### config.mk
export PLATFORM = sky130hd
export DESIGN_NAME = mag_comp_min2_search_ctrl_flat
export DESIGN_NICKNAME = d
export VERILOG_FILES = /design/src/rtl/mag_comp_min2_search_ctrl_if.sv /design/src/rtl/mag_comp_min2_search_ctrl.sv /design/src/flat_wrapper.sv
export SDC_FILE = /design/constraint.sdc
export NUM_CORES = 1
export LEC_CHECK = 0
export BUFFER_PORTS_ARGS = -buffer_cell sky130_fd_sc_hd__buf_2
export CAP_MARGIN = 10
export CORE_MARGIN = 2
export CORE_UTILIZATION = 50
export DETAILED_ROUTE_END_ITERATION = 10
export PLACE_DENSITY_LB_ADDON = 0.08
export SYNTH_ARGS = -nofsm -noshare
export SYNTH_HDL_FRONTEND = slang
export SYNTH_SLANG_ARGS = --single-unit
### constraint.sdc
create_clock -name clk -period 2.1 [get_ports clk]
set_input_delay 0.42 -clock clk [delete_from_list [all_inputs] [get_ports clk]]
set_output_delay 0.42 -clock clk [all_outputs]
set_load 0.01 [all_outputs]
### src/rtl/mag_comp_min2_search_ctrl_if.sv
// rtl/mag_comp_min2_search_ctrl_if.sv - control/sample/result bundle for the two-minimum search block
interface mag_comp_min2_search_ctrl_if #(
  parameter int IDX_WIDTH = 8
);
  logic                 i_start;
  logic                 i_abort;
  logic                 i_valid;
  logic [2:0]           i_val;
  logic                 o_ready;
  logic                 o_busy;
  logic                 o_done;
  logic [2:0]           o_min1_val;
  logic [IDX_WIDTH-1:0] o_min1_idx;
  logic [2:0]           o_min2_val;
  logic [IDX_WIDTH-1:0] o_min2_idx;

  modport master (
    output i_start, i_abort, i_valid, i_val,
    input  o_ready, o_busy, o_done, o_min1_val, o_min1_idx, o_min2_val, o_min2_idx
  );

  modport slave (
    input  i_start, i_abort, i_valid, i_val,
    output o_ready, o_busy, o_done, o_min1_val, o_min1_idx, o_min2_val, o_min2_idx
  );
endinterface

### src/rtl/mag_comp_min2_search_ctrl.sv
// rtl/mag_comp_min2_search_ctrl.sv - streams 3-bit reliabilities and tracks the two smallest with indices
module mag_comp_min2_search_ctrl #(
  parameter int IDX_WIDTH = 8,
  parameter int FRAME_LEN = 255
) (
  input  logic                          clk,
  input  logic                          rstn,
  mag_comp_min2_search_ctrl_if.slave    bus
);

  typedef enum logic [1:0] {
    ST_IDLE = 2'd0,
    ST_RUN  = 2'd1,
    ST_DONE = 2'd2
  } state_t;

  localparam logic [IDX_WIDTH-1:0] LAST_IDX = IDX_WIDTH'(FRAME_LEN - 1);
  localparam logic [IDX_WIDTH-1:0] IDX_ONES = {IDX_WIDTH{1'b1}};
  localparam logic [IDX_WIDTH-1:0] IDX_ZERO = '0;
  localparam logic [IDX_WIDTH-1:0] IDX_ONE  = IDX_WIDTH'(1);

  state_t               state_q, state_d;
  logic [IDX_WIDTH-1:0] cnt_q, cnt_d;
  logic [2:0]           min1_val_q, min1_val_d;
  logic [IDX_WIDTH-1:0] min1_idx_q, min1_idx_d;
  logic [2:0]           min2_val_q, min2_val_d;
  logic [IDX_WIDTH-1:0] min2_idx_q, min2_idx_d;
  logic                 done_q, done_d;

  // Next-state and datapath: one strict less-than compare chain per accepted sample
  always_comb begin
    state_d    = state_q;
    cnt_d      = cnt_q;
    min1_val_d = min1_val_q;
    min1_idx_d = min1_idx_q;
    min2_val_d = min2_val_q;
    min2_idx_d = min2_idx_q;
    done_d     = 1'b0;

    if (bus.i_abort) begin
      // Abort wins over start and valid; results are discarded, no done pulse
      state_d    = ST_IDLE;
      cnt_d      = '0;
      min1_val_d = 3'b111;
      min1_idx_d = IDX_ONES;
      min2_val_d = 3'b111;
      min2_idx_d = IDX_ONES;
    end else begin
      case (state_q)
        ST_IDLE, ST_DONE: begin
          if (bus.i_start) begin
            state_d    = ST_RUN;
            cnt_d      = '0;
            min1_val_d = 3'b111;
            min1_idx_d = IDX_ONES;
            min2_val_d = 3'b111;
            min2_idx_d = IDX_ONES;
          end
        end
        ST_RUN: begin
          if (bus.i_valid) begin
            if (cnt_q == IDX_ZERO) begin
              // First sample always seeds min1, even if it equals the reset value
              min1_val_d = bus.i_val;
              min1_idx_d = cnt_q;
            end else if (bus.i_val < min1_val_q) begin
              min2_val_d = min1_val_q;
              min2_idx_d = min1_idx_q;
              min1_val_d = bus.i_val;
              min1_idx_d = cnt_q;
            end else if ((cnt_q == IDX_ONE) || (bus.i_val < min2_val_q)) begin
              // Second sample always seeds min2 so a tie with min1 keeps index 1
              min2_val_d = bus.i_val;
              min2_idx_d = cnt_q;
            end

            if (cnt_q == LAST_IDX) begin
              // Counter is held on the last index so full-range frames never wrap
              state_d = ST_DONE;
              done_d  = 1'b1;
            end else begin
              cnt_d = cnt_q + IDX_ONE;
            end
          end
        end
        default: begin
          state_d = ST_IDLE;
        end
      endcase
    end
  end

  // State and result registers with asynchronous reset
  always_ff @(posedge clk or negedge rstn) begin
    if (!rstn) begin
      state_q    <= ST_IDLE;
      cnt_q      <= '0;
      min1_val_q <= 3'b111;
      min1_idx_q <= IDX_ONES;
      min2_val_q <= 3'b111;
      min2_idx_q <= IDX_ONES;
      done_q     <= 1'b0;
    end else begin
      state_q    <= state_d;
      cnt_q      <= cnt_d;
      min1_val_q <= min1_val_d;
      min1_idx_q <= min1_idx_d;
      min2_val_q <= min2_val_d;
      min2_idx_q <= min2_idx_d;
      done_q     <= done_d;
    end
  end

  assign bus.o_ready    = (state_q == ST_RUN);
  assign bus.o_busy     = (state_q == ST_RUN);
  assign bus.o_done     = done_q;
  assign bus.o_min1_val = min1_val_q;
  assign bus.o_min1_idx = min1_idx_q;
  assign bus.o_min2_val = min2_val_q;
  assign bus.o_min2_idx = min2_idx_q;

endmodule

### src/flat_wrapper.sv
// flat-port wrapper written by rule: the top's interface ports become plain ports
module mag_comp_min2_search_ctrl_flat 
#(
  parameter int IDX_WIDTH = 8,
  parameter int FRAME_LEN = 255
)
  (clk, rstn, bus_i_start, bus_i_abort, bus_i_valid, bus_i_val, bus_o_ready, bus_o_busy, bus_o_done, bus_o_min1_val, bus_o_min1_idx, bus_o_min2_val, bus_o_min2_idx);
  mag_comp_min2_search_ctrl_if #(.IDX_WIDTH(IDX_WIDTH)) bus_i ();
  input  logic clk;
  input  logic rstn;
  input wire logic [$bits(bus_i.i_start)-1:0] bus_i_start;
  input wire logic [$bits(bus_i.i_abort)-1:0] bus_i_abort;
  input wire logic [$bits(bus_i.i_valid)-1:0] bus_i_valid;
  input wire logic [$bits(bus_i.i_val)-1:0] bus_i_val;
  output wire logic [$bits(bus_i.o_ready)-1:0] bus_o_ready;
  output wire logic [$bits(bus_i.o_busy)-1:0] bus_o_busy;
  output wire logic [$bits(bus_i.o_done)-1:0] bus_o_done;
  output wire logic [$bits(bus_i.o_min1_val)-1:0] bus_o_min1_val;
  output wire logic [$bits(bus_i.o_min1_idx)-1:0] bus_o_min1_idx;
  output wire logic [$bits(bus_i.o_min2_val)-1:0] bus_o_min2_val;
  output wire logic [$bits(bus_i.o_min2_idx)-1:0] bus_o_min2_idx;
  assign bus_i.i_start = bus_i_start;
  assign bus_i.i_abort = bus_i_abort;
  assign bus_i.i_valid = bus_i_valid;
  assign bus_i.i_val = bus_i_val;
  assign bus_o_ready = bus_i.o_ready;
  assign bus_o_busy = bus_i.o_busy;
  assign bus_o_done = bus_i.o_done;
  assign bus_o_min1_val = bus_i.o_min1_val;
  assign bus_o_min1_idx = bus_i.o_min1_idx;
  assign bus_o_min2_val = bus_i.o_min2_val;
  assign bus_o_min2_idx = bus_i.o_min2_idx;
  mag_comp_min2_search_ctrl #(.IDX_WIDTH(IDX_WIDTH), .FRAME_LEN(FRAME_LEN)) u_core (.clk(clk), .rstn(rstn), .bus(bus_i));
endmodule
==> metrics <==
status finished clean; Clock Path Buffers 2; Cells after Synth 180; max-cap viol count 0; Post-route DRC 0; type of element launching the critical path flop; area of the multi-input gates 970 um2; Core Box Area between 3000 and 4000 um2; Critical path buffers and inverters 2; Critical Path End u_core.bus.o_min2_val[0]$_DFFE_PN1P_; Yosys reg bits 33; CP max FO 11; post-cts hold buffer count 0; final net count roughly 240; DR WL/cell 14.5 um; clk slew on worst S/H paths 0.06 ns; reg-to-reg endpoint u_core.bus.o_min2_val[0]$_DFFE_PN1P_; Ant. Diodes 0; die width between 60 and 70 um; Mapped Area ~1900 um2; register area share after synthesis 0.450; area leader, netlist dfstp_2; global placement routability congestion 0.839; Final Hold Viols 0; CTS tree built; Critical Path, Cell by Cell inv_1 -> ha_4 -> nand2_2 -> o21ai_4 -> a31o_2 -> buf_12 -> mux2_2; gr usage total 0.204; Power Density 661 nW/um2; Setup Crit Path Kind flop to flop; Max-Slew Margin vs Limit 0.518; final antenna-violating net count 0; count of buffers from port buffering 32; hold crit path type input pin to async pin; design area 2280 um2; router iterations before antenna repair 4; htree depth 2; Clock Sinks 33; crit end category flop; hpwl dp 2740 um; Placed Cells incl. Taps about 260; synth warn 0; Initial Utilization 0.517; Fillers 310; Post-Route Skew around 0.0056 ns; final setup fails 0; clk_lat worst skew 0.29 ns; fin util 0.623; cell depth of the worst setup path 7; Slowest-stage cell, CP dfstp_2; RSZ-0062 raised after global routing false; Crit. Startpoint u_core.bus.o_min1_val[2]$_DFFE_PN1P_; Slew @ Worst Pin 0.723 ns; Peak Freq ~500 MHz; share of post-route cells with drive strength above 1 0.425; Yosys top cell area share 0.305; Final period util 0.955; CP delay by family, top flip-flops; syn_nets 196; number of global-route vias before repair 1370; count of cells resized by post-cts repair 0; min Tclk post-route 2.00 ns; Hold Slack about 0.19 ns; Syn-to-layout area delta 20.4%; Avg Cell Area, Syn 10.5 um2; final WL around 3900 um; Die H 65.6 um; Leakage 0.985 nW; pin count of the biggest net entering global routing 34; WP data arrival around 2.2 ns; clk root buf clkbuf_8; Placement Cell Area around 2100 um2; Synth cell types 42; initial antenna violation count 0; via count 1389; Detailed Route Iter0 Violations 59; Slew Viols, Final 0; R2R cell count 7; global-route wire length before repair 6570 um; die area 4300 um2; Storage cell area about 850 um2; std cell rows 22; Fin Setup TNS 0 ns; postcts setup bufs 0; reg2reg start u_core.bus.o_min1_val[2]$_DFFE_PN1P_; IO Pins 33; Peak VDD IR 0.000300 V; total CTS buffers 5; Worst R2R Setup Slack 0.1 ns; Crit path largest cell delay approximately 0.53 ns; fin cells 267; Via density 5.20; CP required 2.31 ns; Synth area leaders dfstp_2, dfrtp_1, mux2_4; Congestion Overflow GR 0
power breakdown:
part | leakage [nW] | switching (mW) | internal, mW | total (mW)
Combinational | 0.560 | 0.174 | 0.167 | 0.341
Sequential | 0.384 | 0.0264 | 0.693 | 0.719
Clock | 0.0410 | 0.222 | 0.225 | 0.447
cells by family (layout without fill, tap and decap cells):
group	after synthesis	in the layout	synth area share
AO/OA/AOI/OAI	27	27	0.0931
XOR/XNOR	6	6	0.0277
adder cells (fa/ha/maj)	8	8	0.0528
buffers and inverters	18	57	0.0542
flip-flops	33	33	0.450
multiplexers	20	20	0.130
AND/OR/NAND/NOR	68	68	0.192
Yosys cell counts (all sizes together):
master and instances:
a211oi 1, a21oi 11, a22o 1, a31o 1, a31oi 5, a32o 1, and2b 1, and3b 1
buf 9, clkbuf 1, dfrtp 11, dfstp 22, ha 8, inv 8, mux2 10, mux2i 10
nand2 13, nand3 4, nand4 2, nor2 29, nor2b 5, nor3 4, nor3b 1, nor4 3
nor4b 2, o211ai 1, o21ai 6, or2 2, or3b 1, xnor2 6
final cells by class:
| type | count | area share |
|---|---|---|
| Clock buffer | 6 | 0.0318 |
| Clock inverter | 1 | 0.00219 |
| Sequential cell | 33 | 0.374 |
| Multi-Input combinational cell | 129 | 0.425 |
| Inverter | 8 | 0.0132 |
| Tap cell | 48 | 0.0263 |
| Timing Repair Buffer | 42 | 0.127 |
per-stage QoR:
step | setup slack (ns) | total power [mW]
finish | 0.0953 | 1.51
global route | 0.00381 | 1.60
CTS | 0.0272 | 1.50
detailed placement | 0.0402 | 1.04
global placement | 0.0782 | 1.03
floorplan | 0.0289 | 0.926
worst min path at each step:
stage,endpoint,slack (ns),depth (start not counted)
2_1_floorplan,u_core.bus.o_done$_DFF_PN0_,0.12,0
3_3_place_gp,u_core.bus.o_min1_idx[4]$_DFFE_PN1P_,0.50,2
3_5_place_dp,u_core.bus.o_min1_idx[7]$_DFFE_PN1P_,0.50,2
4_1_cts,u_core.cnt_q[2]$_DFFE_PN0P_,0.21,1
5_1_grt,u_core.cnt_q[2]$_DFFE_PN0P_,0.24,1
6_report,u_core.bus.o_done$_DFF_PN0_,0.19,1
layer usage:
layer	global-route usage	share of wire
met2	0.316	0.47
met1	0.272	0.47
met5	0	0
met4	0.0703	0.014
met3	0.0599	0.045
sequential cells by signal, indices dropped and copies added (netlist names):
signal,count
u_core.bus.o_min2_idx,8
u_core.cnt_q,8
u_core.bus.o_min1_val,3
u_core.bus.o_done,1
u_core.bus.o_min2_val,3
u_core.state_q,2
u_core.bus.o_min1_idx,8
placed cells by master, fill, tap and decap left out, types with 5 or more instances in the layout:
| cell type | Yosys | routed |
|---|---|---|
| dfrtp_1 | 11 | 11 |
| buf_2 | 6 | 32 |
| clkbuf_8 | 0 | 5 |
| nand2_1 | 13 | 12 |
| ha_1 | 8 | 7 |
| mux2i_1 | 10 | 9 |
| nor2_1 | 29 | 29 |
| a21oi_1 | 11 | 10 |
| dfstp_2 | 22 | 22 |
| mux2_4 | 9 | 9 |
| inv_1 | 8 | 8 |
| o21ai_0 | 5 | 5 |
| xnor2_1 | 6 | 6 |
| buf_4 | 1 | 6 |
worst register-to-register path, delay by kind of cell, from the launching register on:
kind	cells	cell delay [ns]
AOI/OAI and AO/OA	2	0.49
DFF	1	0.53
muxes	1	0.34
adders and majority gates	1	0.28
buffers and inverters	2	0.22
and+or+nand+nor	1	0.07
Note: power is estimated with default switching activity, not from simulation.
